File: src/rtl/wb2axil_bridge.sv
// wb2axil_bridge: Wishbone classic slave port to AXI4-Lite master bridge.
// Ports: clk, rst (async, active-high); wb_* Wishbone side; m_axi_* AXI4-Lite side.
module wb2axil_bridge #(
    parameter int ADDR_WIDTH = 32,
    parameter int DATA_WIDTH = 32,
    parameter int TIMEOUT    = 1024
) (
    input  logic                      clk,
    input  logic                      rst,
    input  logic [ADDR_WIDTH-1:0]     wb_adr_i,
    input  logic [DATA_WIDTH-1:0]     wb_dat_i,
    input  logic [DATA_WIDTH/8-1:0]   wb_sel_i,
    input  logic                      wb_we_i,
    input  logic                      wb_cyc_i,
    input  logic                      wb_stb_i,
    output logic [DATA_WIDTH-1:0]     wb_dat_o,
    output logic                      wb_ack_o,
    output logic                      wb_err_o,
    output logic [ADDR_WIDTH-1:0]     m_axi_awaddr,
    output logic [2:0]                m_axi_awprot,
    output logic                      m_axi_awvalid,
    input  logic                      m_axi_awready,
    output logic [DATA_WIDTH-1:0]     m_axi_wdata,
    output logic [DATA_WIDTH/8-1:0]   m_axi_wstrb,
    output logic                      m_axi_wvalid,
    input  logic                      m_axi_wready,
    input  logic [1:0]                m_axi_bresp,
    input  logic                      m_axi_bvalid,
    output logic                      m_axi_bready,
    output logic [ADDR_WIDTH-1:0]     m_axi_araddr,
    output logic [2:0]                m_axi_arprot,
    output logic                      m_axi_arvalid,
    input  logic                      m_axi_arready,
    input  logic [DATA_WIDTH-1:0]     m_axi_rdata,
    input  logic [1:0]                m_axi_rresp,
    input  logic                      m_axi_rvalid,
    output logic                      m_axi_rready
);
    localparam int SW = DATA_WIDTH / 8;
    localparam int CW = (TIMEOUT > 1) ? $clog2(TIMEOUT) : 1;

    localparam logic [2:0] S_IDLE  = 3'd0;
    localparam logic [2:0] S_WADDR = 3'd1;
    localparam logic [2:0] S_WRESP = 3'd2;
    localparam logic [2:0] S_RADDR = 3'd3;
    localparam logic [2:0] S_RDATA = 3'd4;
    localparam logic [2:0] S_RESP  = 3'd5;
    localparam logic [2:0] S_DRAIN = 3'd6;

    logic [2:0]            state_q, state_d;
    logic [ADDR_WIDTH-1:0] adr_q, adr_d;
    logic [DATA_WIDTH-1:0] dat_q, dat_d;
    logic [SW-1:0]         sel_q, sel_d;
    logic [DATA_WIDTH-1:0] rdat_q, rdat_d;
    logic                  awvalid_q, awvalid_d;
    logic                  wvalid_q, wvalid_d;
    logic                  arvalid_q, arvalid_d;
    logic                  bready_q, bready_d;
    logic                  rready_q, rready_d;
    logic                  ack_q, ack_d;
    logic                  err_q, err_d;
    logic [CW-1:0]         cnt_q, cnt_d;

    logic to_hit;
    logic b_ok;
    logic r_ok;
    logic aw_done;
    logic w_done;

    assign to_hit  = (TIMEOUT > 0) && (cnt_q == CW'(TIMEOUT - 1));
    assign b_ok    = (m_axi_bresp == 2'b00) || (m_axi_bresp == 2'b01);
    assign r_ok    = (m_axi_rresp == 2'b00) || (m_axi_rresp == 2'b01);
    // A channel is done once its valid is low or is accepted this cycle.
    assign aw_done = !awvalid_q || m_axi_awready;
    assign w_done  = !wvalid_q || m_axi_wready;

    always_comb begin
        state_d   = state_q;
        adr_d     = adr_q;
        dat_d     = dat_q;
        sel_d     = sel_q;
        rdat_d    = rdat_q;
        awvalid_d = awvalid_q;
        wvalid_d  = wvalid_q;
        arvalid_d = arvalid_q;
        bready_d  = bready_q;
        rready_d  = rready_q;
        cnt_d     = cnt_q;
        ack_d     = 1'b0;
        err_d     = 1'b0;
        unique case (state_q)
            S_IDLE: begin
                if (wb_cyc_i && wb_stb_i) begin
                    adr_d = wb_adr_i;
                    dat_d = wb_dat_i;
                    sel_d = wb_sel_i;
                    if (wb_we_i) begin
                        awvalid_d = 1'b1;
                        wvalid_d  = 1'b1;
                        state_d   = S_WADDR;
                    end else begin
                        arvalid_d = 1'b1;
                        state_d   = S_RADDR;
                    end
                end
            end
            S_WADDR: begin
                if (m_axi_awready) awvalid_d = 1'b0;
                if (m_axi_wready)  wvalid_d  = 1'b0;
                if (aw_done && w_done) begin
                    bready_d = 1'b1;
                    cnt_d    = '0;
                    state_d  = S_WRESP;
                end
            end
            S_RADDR: begin
                if (m_axi_arready) begin
                    arvalid_d = 1'b0;
                    rready_d  = 1'b1;
                    cnt_d     = '0;
                    state_d   = S_RDATA;
                end
            end
            S_WRESP: begin
                if (m_axi_bvalid) begin
                    bready_d = 1'b0;
                    ack_d    = wb_cyc_i && b_ok;
                    err_d    = wb_cyc_i && !b_ok;
                    state_d  = S_RESP;
                end else if (to_hit) begin
                    err_d   = wb_cyc_i;
                    state_d = S_DRAIN;
                end else begin
                    cnt_d = cnt_q + 1'b1;
                end
            end
            S_RDATA: begin
                if (m_axi_rvalid) begin
                    rready_d = 1'b0;
                    rdat_d   = m_axi_rdata;
                    ack_d    = wb_cyc_i && r_ok;
                    err_d    = wb_cyc_i && !r_ok;
                    state_d  = S_RESP;
                end else if (to_hit) begin
                    err_d   = wb_cyc_i;
                    state_d = S_DRAIN;
                end else begin
                    cnt_d = cnt_q + 1'b1;
                end
            end
            S_RESP: begin
                // ack/err is high for this single cycle; stale stb is ignored.
                state_d = S_IDLE;
            end
            S_DRAIN: begin
                // Late response is consumed and discarded.
                if ((bready_q && m_axi_bvalid) || (rready_q && m_axi_rvalid)) begin
                    bready_d = 1'b0;
                    rready_d = 1'b0;
                    state_d  = S_IDLE;
                end
            end
            default: state_d = S_IDLE;
        endcase
    end

    always_ff @(posedge clk or posedge rst) begin
        if (rst) begin
            state_q   <= S_IDLE;
            adr_q     <= '0;
            dat_q     <= '0;
            sel_q     <= '0;
            rdat_q    <= '0;
            awvalid_q <= 1'b0;
            wvalid_q  <= 1'b0;
            arvalid_q <= 1'b0;
            bready_q  <= 1'b0;
            rready_q  <= 1'b0;
            ack_q     <= 1'b0;
            err_q     <= 1'b0;
            cnt_q     <= '0;
        end else begin
            state_q   <= state_d;
            adr_q     <= adr_d;
            dat_q     <= dat_d;
            sel_q     <= sel_d;
            rdat_q    <= rdat_d;
            awvalid_q <= awvalid_d;
            wvalid_q  <= wvalid_d;
            arvalid_q <= arvalid_d;
            bready_q  <= bready_d;
            rready_q  <= rready_d;
            ack_q     <= ack_d;
            err_q     <= err_d;
            cnt_q     <= cnt_d;
        end
    end

    assign wb_dat_o      = rdat_q;
    assign wb_ack_o      = ack_q;
    assign wb_err_o      = err_q;
    assign m_axi_awaddr  = adr_q;
    assign m_axi_awprot  = 3'b000;
    assign m_axi_awvalid = awvalid_q;
    assign m_axi_wdata   = dat_q;
    assign m_axi_wstrb   = sel_q;
    assign m_axi_wvalid  = wvalid_q;
    assign m_axi_bready  = bready_q;
    assign m_axi_araddr  = adr_q;
    assign m_axi_arprot  = 3'b000;
    assign m_axi_arvalid = arvalid_q;
    assign m_axi_rready  = rready_q;

endmodule

File: config.mk
export PLATFORM = sky130hd
export DESIGN_NAME = wb2axil_bridge
export DESIGN_NICKNAME = d
export VERILOG_FILES = /design/src/rtl/wb2axil_bridge.sv
export SDC_FILE = /design/constraint.sdc
export NUM_CORES = 1
export LEC_CHECK = 0
export CORE_AREA = 2 2 123 125
export DETAILED_ROUTE_END_ITERATION = 12
export DIE_AREA = 0 0 125 127
export PLACE_DENSITY_LB_ADDON = 0.05
export SYNTH_ARGS = -nofsm -noshare
export SYNTH_HDL_FRONTEND = slang
export SYNTH_SLANG_ARGS = --single-unit
File: constraint.sdc
create_clock -name clk -period 3.6 [get_ports clk]
set_clock_uncertainty 0.15 [all_clocks]
set_input_delay 0.36 -clock clk [delete_from_list [all_inputs] [get_ports clk]]
set_output_delay 0.36 -clock clk [all_outputs]
set_load 0.005 [all_outputs]
==> qor.yml <==
outcome: "finished clean"
reg2reg_depth: 4
drive_gt1_frac: 0.226
post_cts_resized: 0
fin_area_um2: 8310
synth-edff-count: 0
synthesis.area_um2: 5320
clock_latency_ns: 0.41
post_cts_buffers: 0
cts_made_buffers: 17
slew_headroom: 0.602
worst_pin_slew_ns: 0.597
drv_cap: 0
worstPathMaxFanout: 64
avgSynthCellArea_um2: 13.4
worstPathArrival_ns: 2.59
die-area_um2: 15900
dp.cells: 787
core_um2: 14400
ff2ff_setup_slack_ns: 1.15
num-nets-final: 737
antenna_found_initial: 0
dieHeight_um: 127
grt_max_degree: 66
ys_ff_latch: 120
synth_ff_type: "dfrtp_1"
clkSinkCount: 120
setup_viol: 0
layout_worst_path_cycle_share: 0.680
slew_viol_final: 0
ys_seq_area_frac: 0.564
grt_usage: 0.179
fin_setup_tns_ns: 0
grt_pass1_wl_mm: 22.2
cts_hold_buf: 0
clkTransAtPathRegs_ns: 0.05
detailed_place_hpwl_mm: 10.2
finalCriticalPeriod_ns: 2.45
initial_utilization: 0.369
fmax_mhz: 409
fill_cells: 1174
p_leak_nw: 3.44
yosys.cell_types.count: 50
portBuffers: 250
grt_pass1_vias: 4142
rsz0062_at_grt: "no"
startpoint_type: "register"
io_pins: 259
r2r_start: "state_q[1]"
peakVddDrop_uv: 354
place_area_um2: 7740
drtIter0Drc: 147
post_drt_wl_per_cell_um: 16.9
routed_wl_mm: 13.8
cts_tree: "built"
critPathRequiredTime_ns: 3.74
via_per_inst: 4.82
drc: 0
async_flop_share: 1.00
area_growth_pct: 56.2
route.vias.total: 3946
diodes: 0
cp-end-kind: "register"
cts_buffer_depth: 2
drtAntennaViolNets: 0
syn_inst: 398
die_w_um: 125
final_core_util: 0.576
yosysWarnings: 0
cts_root_buf: "clkbuf_16"
r2r_end: "m_axi_wdata[9]"
drt_pass1_iterations: 4
layoutNonFillerInstCount: 818
overflow: 0
placementRows: 44
power_density_nw_per_um2: 842
gp_congestion: 0.840
htree_levels: 4
min_path_type: "primary input to async pin"
crit_type: "register to register"
finalHoldViolations: 0
## cell families after synthesis
group                      Yosys count  share of synthesized area
AOI/OAI and AO/OA                   46                     0.0621
adders and majority gates            1                    0.00235
buffers and inverters               58                     0.0760
DFF                                120                      0.564
muxes                              103                      0.217
other                                1                   0.000705
and+or+nand+nor                     69                     0.0771
## how the worst max path moves through the flow
stage                       from               to  slack (ns)  depth (start not counted)
finish                state_q[1]   m_axi_wdata[9]        1.15                          4
global route          state_q[1]  m_axi_wdata[25]        0.96                          4
CTS                   state_q[1]  m_axi_wdata[25]        1.20                          4
detailed placement  m_axi_wready         cnt_q[1]        1.18                          6
global placement    m_axi_wready         cnt_q[0]        1.23                          6
floorplan                    rst         cnt_q[0]        1.62                          1
## state kept, by name, indices dropped and copies added (netlist names)
signal         cells
m_axi_arvalid      1
cnt_q             10
m_axi_bready       1
m_axi_awvalid      1
state_q            3
wb_err_o           1
m_axi_wvalid       1
wb_ack_o           1
m_axi_wstrb        4
m_axi_rready       1
m_axi_araddr      32
m_axi_wdata       32
wb_dat_o          32
## where the power goes
group          switching (mW)  total (mW)  internal [mW]
logic                   0.932        2.98           2.05
clock network           0.570        1.61           1.04
registers               0.426        2.41           1.98
total                    1.93        7.00           5.07
## placed cells by master, fill, tap and decap left out, types with 2 or more instances in the layout
cell type        instances
clkdlybuf4s50_1        250
dfrtp_1                120
mux2_2                  97
clkbuf_16               17
nand2_1                 15
o21ai_0                 13
nor2_1                  12
nor3_1                   6
conb_1                   6
nand2b_1                 5
nand3_1                  5
a21oi_1                  5
clkinv_2                 5
a31oi_1                  4
a21o_1                   4
nor2b_1                  3
and2b_1                  3
nand4_1                  3
mux2i_1                  3
inv_1                    3
o311ai_0                 3
clkinvlp_4               3
mux2_1                   3
clkbuf_1                 3
nand2b_4                 2
nor2_2                   2
o21bai_1                 2
o31ai_1                  2
or4_1                    2
a21boi_1                 2
nand4b_1                 2
bufinv_16                2
clkbuf_8                 2
buf_12                   2
buf_4                    2
## stage by stage
| stage | setup WS [ns] | total power, mW | hold WS [ns] |
|---|---|---|---|
| after detailed placement | 1.18 | 5.46 | 0.328 |
| final | 1.15 | 7.00 | 0.0829 |
| after global routing | 0.960 | 7.44 | 0.0825 |
| after CTS | 1.20 | 7.12 | 0.0664 |
| after floorplan | 1.62 | 3.75 | 0.314 |
| after global placement | 1.23 | 5.40 | 0.320 |
## Yosys cell counts, types with 3 or more instances
cell      count  share of area
nand4_1       3         0.0035
inv_1         4         0.0028
nand3_1       5         0.0047
nor2_1       13         0.0092
a21o_1        4         0.0056
nand2_1      15          0.011
dfrtp_1     120           0.56
buf_2         5         0.0047
nor2b_1       3         0.0035
mux2_2       97           0.21
mux2_1        3         0.0063
nor3_1        6         0.0056
o311ai_0      3         0.0049
nand2b_1      5         0.0059
buf_4        46          0.065
o21ai_0      13          0.012
and2b_1       3         0.0042
a21oi_1       5         0.0047
a31oi_1       4         0.0047
mux2i_1       3         0.0056
## metal layers
layer / routed length (um) / vias up / global-route usage
li1: - / 1827 / -
met1: 5550 / 1920 / 0.205
met2: 7020 / 180 / 0.309
met3: 998 / 19 / 0.0603
met4: 242 / 0 / 0.0699
met5: 0 / - / 0
## final cells by class
type	instances	area (um^2)	share of cell area
clock buffer	22	464	0.0559
sequential	120	3000	0.361
clock inverter	9	100	0.0120
timing repair buffer	254	2560	0.308
tap	184	230	0.0277
multi-input combinational	225	1940	0.233
inverter	4	18.8	0.00226
## worst max-delay path: stages, from the launching register on
cell	delay (ns)
dfrtp_1	0.59
nor3_1	0.43
and3_2	0.37
buf_12	0.32
mux2_2	0.38
Power figures use the tool's default switching activity.
